[config.mk]
export PLATFORM = sky130hd
export DESIGN_NAME = nes_pad_responder
export DESIGN_NICKNAME = d
export VERILOG_FILES = /design/src/rtl/nes_pad_pkg.sv /design/src/rtl/pad_pin_sync.sv /design/src/rtl/nes_pad_responder.sv
export SDC_FILE = /design/constraint.sdc
export NUM_CORES = 1
export LEC_CHECK = 0
export CAP_MARGIN = 20
export CORE_MARGIN = 8
export CORE_UTILIZATION = 50
export CTS_BUF_LIST = sky130_fd_sc_hd__clkbuf_4 sky130_fd_sc_hd__clkbuf_8 sky130_fd_sc_hd__clkbuf_16
export DETAILED_ROUTE_END_ITERATION = 7
export DONT_BUFFER_PORTS = 1
export PLACE_DENSITY = 0.62
export SLEW_MARGIN = 10
export SYNTH_ARGS = -nofsm -noshare
export SYNTH_HDL_FRONTEND = slang
export SYNTH_HIERARCHICAL = 1
export SYNTH_SLANG_ARGS = --single-unit
[constraint.sdc]
create_clock -name clk -period 6.1 [get_ports clk]
set_clock_uncertainty 0.05 [all_clocks]
set_input_delay 1.22 -clock clk [delete_from_list [all_inputs] [get_ports clk]]
set_output_delay 1.22 -clock clk [all_outputs]
set_load 0.02 [all_outputs]
[src/rtl/nes_pad_pkg.sv]
// Shared definitions for the NES/SNES pad responder: FSM states, button bit
// order for both pad types, and the default inactivity timeout.
package nes_pad_pkg;

  typedef enum logic [1:0] {
    IDLE  = 2'd0,
    LOAD  = 2'd1,
    SHIFT = 2'd2,
    DONE  = 2'd3
  } state_t;

  // NES shift order: bit i goes out on the i-th slot
  localparam int NES_A      = 0;
  localparam int NES_B      = 1;
  localparam int NES_SELECT = 2;
  localparam int NES_START  = 3;
  localparam int NES_UP     = 4;
  localparam int NES_DOWN   = 5;
  localparam int NES_LEFT   = 6;
  localparam int NES_RIGHT  = 7;

  // SNES shift order; bits 12..15 are reserved and normally sent released
  localparam int SNES_B      = 0;
  localparam int SNES_Y      = 1;
  localparam int SNES_SELECT = 2;
  localparam int SNES_START  = 3;
  localparam int SNES_UP     = 4;
  localparam int SNES_DOWN   = 5;
  localparam int SNES_LEFT   = 6;
  localparam int SNES_RIGHT  = 7;
  localparam int SNES_A      = 8;
  localparam int SNES_X      = 9;
  localparam int SNES_L      = 10;
  localparam int SNES_R      = 11;

  // 1 ms of pin silence at 64 MHz
  localparam int DEFAULT_TIMEOUT = 64000;

endpackage

[src/rtl/pad_pin_sync.sv]
// Synchroniser for one asynchronous pad pin, followed by an edge register
// that turns the synchronised level into single-cycle rise/fall pulses.
module pad_pin_sync #(
  parameter int SYNC_STAGES = 2
) (
  input  logic clk,
  input  logic reset,
  input  logic pin,
  output logic rise,
  output logic fall
);

  logic [SYNC_STAGES-1:0] sync_q;
  logic                   prev_q;

  always_ff @(posedge clk) begin
    if (reset) begin
      sync_q <= '0;
      prev_q <= 1'b0;
    end else begin
      sync_q <= {sync_q[SYNC_STAGES-2:0], pin};
      prev_q <= sync_q[SYNC_STAGES-1];
    end
  end

  assign rise = sync_q[SYNC_STAGES-1] & ~prev_q;
  assign fall = ~sync_q[SYNC_STAGES-1] & prev_q;

endmodule

[src/rtl/nes_pad_responder.sv]
// Controller-side NES/SNES pad: captures buttons while latch is high and
// shifts them out active-low, one bit per console clock rise.
module nes_pad_responder
  import nes_pad_pkg::*;
#(
  parameter int NUM_BITS       = 8,
  parameter int SYNC_STAGES    = 2,
  parameter int TIMEOUT_CYCLES = DEFAULT_TIMEOUT
) (
  input  logic                          clk,
  input  logic                          reset,
  input  logic [15:0]                   buttons,
  input  logic                          pad_latch,
  input  logic                          pad_clk,
  output logic                          pad_data,
  output logic                          frame_done,
  output logic                          busy,
  output logic [$clog2(NUM_BITS+1)-1:0] bit_index
);

  localparam int IDX_W = $clog2(NUM_BITS + 1);
  localparam int TO_W  = $clog2(TIMEOUT_CYCLES + 1);

  state_t              state;
  logic [NUM_BITS-1:0] shreg;
  logic [TO_W-1:0]     to_cnt;
  logic                latch_rise, latch_fall, clk_rise, clk_fall;
  logic                any_edge, in_frame, timed_out;
  logic                unused_buttons;

  assign unused_buttons = ^buttons;

  pad_pin_sync #(.SYNC_STAGES(SYNC_STAGES)) u_latch_sync (
    .clk   (clk),
    .reset (reset),
    .pin   (pad_latch),
    .rise  (latch_rise),
    .fall  (latch_fall)
  );

  pad_pin_sync #(.SYNC_STAGES(SYNC_STAGES)) u_clk_sync (
    .clk   (clk),
    .reset (reset),
    .pin   (pad_clk),
    .rise  (clk_rise),
    .fall  (clk_fall)
  );

  assign any_edge  = latch_rise | latch_fall | clk_rise | clk_fall;
  assign in_frame  = (state == SHIFT) || (state == DONE);
  // Any pin activity in the same cycle counts as life, so it beats the timeout
  assign timed_out = in_frame && (to_cnt == TO_W'(TIMEOUT_CYCLES)) && !any_edge;

  always_ff @(posedge clk) begin
    if (reset) begin
      to_cnt <= '0;
    end else if (any_edge || !in_frame) begin
      to_cnt <= '0;
    end else if (to_cnt != TO_W'(TIMEOUT_CYCLES)) begin
      to_cnt <= to_cnt + TO_W'(1);
    end
  end

  always_ff @(posedge clk) begin
    if (reset) begin
      state      <= IDLE;
      shreg      <= '1;
      bit_index  <= '0;
      busy       <= 1'b0;
      frame_done <= 1'b0;
      pad_data   <= 1'b1;
    end else begin
      frame_done <= 1'b0;

      // pad_data follows the state/shift register with one cycle of lag
      case (state)
        IDLE:  pad_data <= 1'b1;
        LOAD:  pad_data <= shreg[0];
        SHIFT: pad_data <= shreg[0];
        DONE:  pad_data <= 1'b0;
      endcase

      if (latch_rise) begin
        state     <= LOAD;
        busy      <= 1'b1;
        shreg     <= ~buttons[NUM_BITS-1:0];
        bit_index <= '0;
      end else if (timed_out) begin
        state     <= IDLE;
        busy      <= 1'b0;
        shreg     <= '1;
        bit_index <= '0;
      end else begin
        case (state)
          IDLE: ;
          LOAD: begin
            shreg     <= ~buttons[NUM_BITS-1:0];
            bit_index <= '0;
            if (latch_fall) state <= SHIFT;
          end
          SHIFT: begin
            if (clk_rise) begin
              shreg     <= {1'b0, shreg[NUM_BITS-1:1]};
              bit_index <= bit_index + IDX_W'(1);
              if (bit_index == IDX_W'(NUM_BITS - 1)) begin
                state      <= DONE;
                busy       <= 1'b0;
                frame_done <= 1'b1;
              end
            end
          end
          DONE: ;
        endcase
      end
    end
  end

endmodule

==> qor.yml <==
run_status:
  run_status: "finished, final reports clean"
clock_network:
  cts_tree: "yes"
  clk_pin_slew_ns: 0.11
  cts_setup_buffers: 0
  htree_levels: 2
  cts_sinks: 39
  clk_path_buf_depth: 2
  root_buffer: "clkbuf_4"
  cts_buffers: 5
  clk_latency_ns: 0.32
  postCtsHoldBufs: 0
  cts_resized: 0
global_routing:
  grt_overflow: 0
  antenna_found_initial: 0
  grt_util_all_layers: 0.125
  grt_pass1_wl_microns: 5520
  grt_pass1_vias: 1266
  grt_max_degree: 17
hold_path:
  hp-class: "reg2reg"
  min-delay-start: "u_clk_sync/sync_q[0]"
sta:
  setup_viol: 0
  fin_tns_setup_ns: 0
  timing.final.hold_violations: 0
  grt_setup_unrepaired: "no"
  fmax_mhz: 438
  slew_violations: 0
  min_period_ns: 2.28
  period_share: 0.374
  relSlewSlack: 0.541
  tightest_slew_ns: 0.687
setup_path:
  worstSetupStartpointType: "register"
  cpLargestDelayFamily: "simple AND/OR/NAND/NOR gates"
  crit_fanout: 16
  end_kind: "register"
  crit_start: "to_cnt[3]"
  critical_path_arrival_ns: 2.42
  critPathBufInv: 0
  cp_slowest_cell: "or4_1"
  crit_type: "reg2reg"
  crit_chain: "or4b_1 -> or4_1 -> o21bai_4 -> nor4_1"
  worstReg2RegStart: "to_cnt[3]"
  cp.required_ns: 6.24
  slowest_delay_ns: 0.68
finish:
  area_growth_syn_to_layout_pct: 5.18
  layout-drive-gt1-share: 0.0619
  final_util: 0.551
  diodes: 0
  num-nets-final: 219
  n_fill_cell: 355
synth:
  synth_fa_ha_area_frac: 0.0426
  syn_nets: 221
  syn_area_sq_um: 1760
  yosysUniqueCellTypes: 34
  synth_seq_area_share: 0.443
  synth_edf_count: 0
  synth_seq_cells: 39
  muxShareOfSynthArea: 0.00568
  yosys.area_share.simple: 0.264
  netlist_instances: 195
  ys_warn_count: 6
  syn_area_per_cell_sq_um: 9.03
  ys.flop_type: "dfxtp_1"
  async_flop_share: 0
  yosysTopAreaCell: "dfxtp_1"
  synth.top_cell.area_share: 0.443
  synthTopCellsByArea: "dfxtp_1 44%, nor2_1 5.8%, xnor2_1 5.5%"
  synth_top_family_by_area: "simple AND/OR/NAND/NOR gates"
  synth_compound_area_frac: 0.131
  synth_xor_area_frac: 0.0696
routing:
  first_pass_iters: 4
  dr.first_iter.drc_count: 96
  vias: 1320
  wl_per_cell_microns: 13.5
  drc: 0
  vias_per_cell: 5.50
  wl_met2_microns: 1390
  wl_microns: 3240
  highest_layer: "met4"
  wl_met1_microns: 1610
  wl_met3_microns: 209
  ant_nets: 0
floorplanning:
  io_pins: 27
  start_util: 0.524
  rows: 21
  dieArea_sq_um: 5680
  core_sq_um: 3360
  fp.dieW_microns: 75.4
  die_h_microns: 75.4
job:
  drv_cap: 0
power_and_ir_drop:
  power_leakage_nw: 0.620
  power_density_nw_per_um2: 256
  ir_drop_mv: 0.189
placed_design:
  place.gp.congestion: 0.741
  hpwl_microns: 2340
  portBuffers: 0
[area by class of cell]
class | instances | area (sq um) | area share
Clock buffer | 8 | 72.6 | 0.0392
Inverter | 8 | 30.0 | 0.0162
Multi-Input combinational cell | 138 | 905 | 0.488
Sequential cell | 39 | 781 | 0.421
Tap cell | 46 | 57.6 | 0.0311
Timing Repair Buffer | 1 | 7.51 | 0.00405
[routing by layer]
layer / up-vias / global-route usage
li1: 679 / -
met1: 611 / 0.149
met2: 26 / 0.193
met3: 4 / 0.0566
met4: 0 / 0.0448
met5: - / 0
[cells in the mapped netlist, types with 2 or more instances]
master and count:
or4b_1 2, ha_1 6, nand4b_1 2, clkbuf_1 8
nor3b_1 2, a21oi_1 6, xnor2_1 11, nor2_1 27
nor4_1 6, o21ai_0 4, nor2b_1 14, dfxtp_1 39
xor2_1 3, and3_1 2, nor3_1 8, nand3_1 6
inv_1 8, nand4_1 4, nand2b_1 4, nand2_1 4
a211oi_1 9, a211o_1 8
[final timing paths]
| path | endpoint | slack [ns] | depth (start not counted) |
|---|---|---|---|
| max | bit_index[3] | 3.82 | 4 |
| min | u_clk_sync/sync_q[1] | 0.40 | 1 |
| max reg2reg | bit_index[3] | 3.82 | 4 |
| min reg2reg | u_clk_sync/sync_q[1] | 0.40 | 1 |
[worst register-to-register path, cell delays in order, from the launching register on]
cell and delay [ns]:
dfxtp_1 0.38, or4b_1 0.53, or4_1 0.68, o21bai_4 0.40, nor4_1 0.10
[where the power goes]
part	internal, mW	switching (mW)	leakage (nW)
registers	0.268	0.00844	0.317
logic	0.0210	0.0290	0.260
clock network	0.0723	0.0763	0.0420
total	0.361	0.114	0.620
[registers in the layout, indices dropped and copies added (netlist names)]
name and cells:
pad_data 1, shreg 8, frame_done 1, busy 1, to_cnt 16, u_clk_sync/sync_q 2
bit_index 4, u_clk_sync/prev_q 1, u_latch_sync/prev_q 1, state 2, u_latch_sync/sync_q 2
[per-stage QoR]
stage          hold slack [ns]  cells  setup WS (ns)  instance area, sq um  power, mW
2_1_floorplan            0.364    195           4.04                  1760      0.323
3_3_place_gp             0.384    231           3.78                  1770      0.328
3_5_place_dp             0.394    231           3.68                  1770      0.331
4_1_cts                  0.412    239           3.66                  1850      0.479
5_1_grt                  0.424    240           3.70                  1850      0.503
6_report                 0.405    240           3.82                  1850      0.475
[logic make-up after synthesis]
logic type / after synthesis
AOI/OAI and AO/OA: 31
muxes: 1
xor gates and xnor gates: 14
DFF: 39
buffers and inverters: 18
adders and majority gates: 6
and+or+nand+nor: 86
[layout by cell type (no fill, tap or decap), types with 8 or more instances in the layout]
cell type  Yosys  routed
dfxtp_1       39      39
nor2_1        27      27
nor2b_1       14      14
xnor2_1       11      11
a211oi_1       9       9
inv_1          8       8
nor3_1         8       8
a211o_1        8       8
Power figures use the tool's default switching activity.
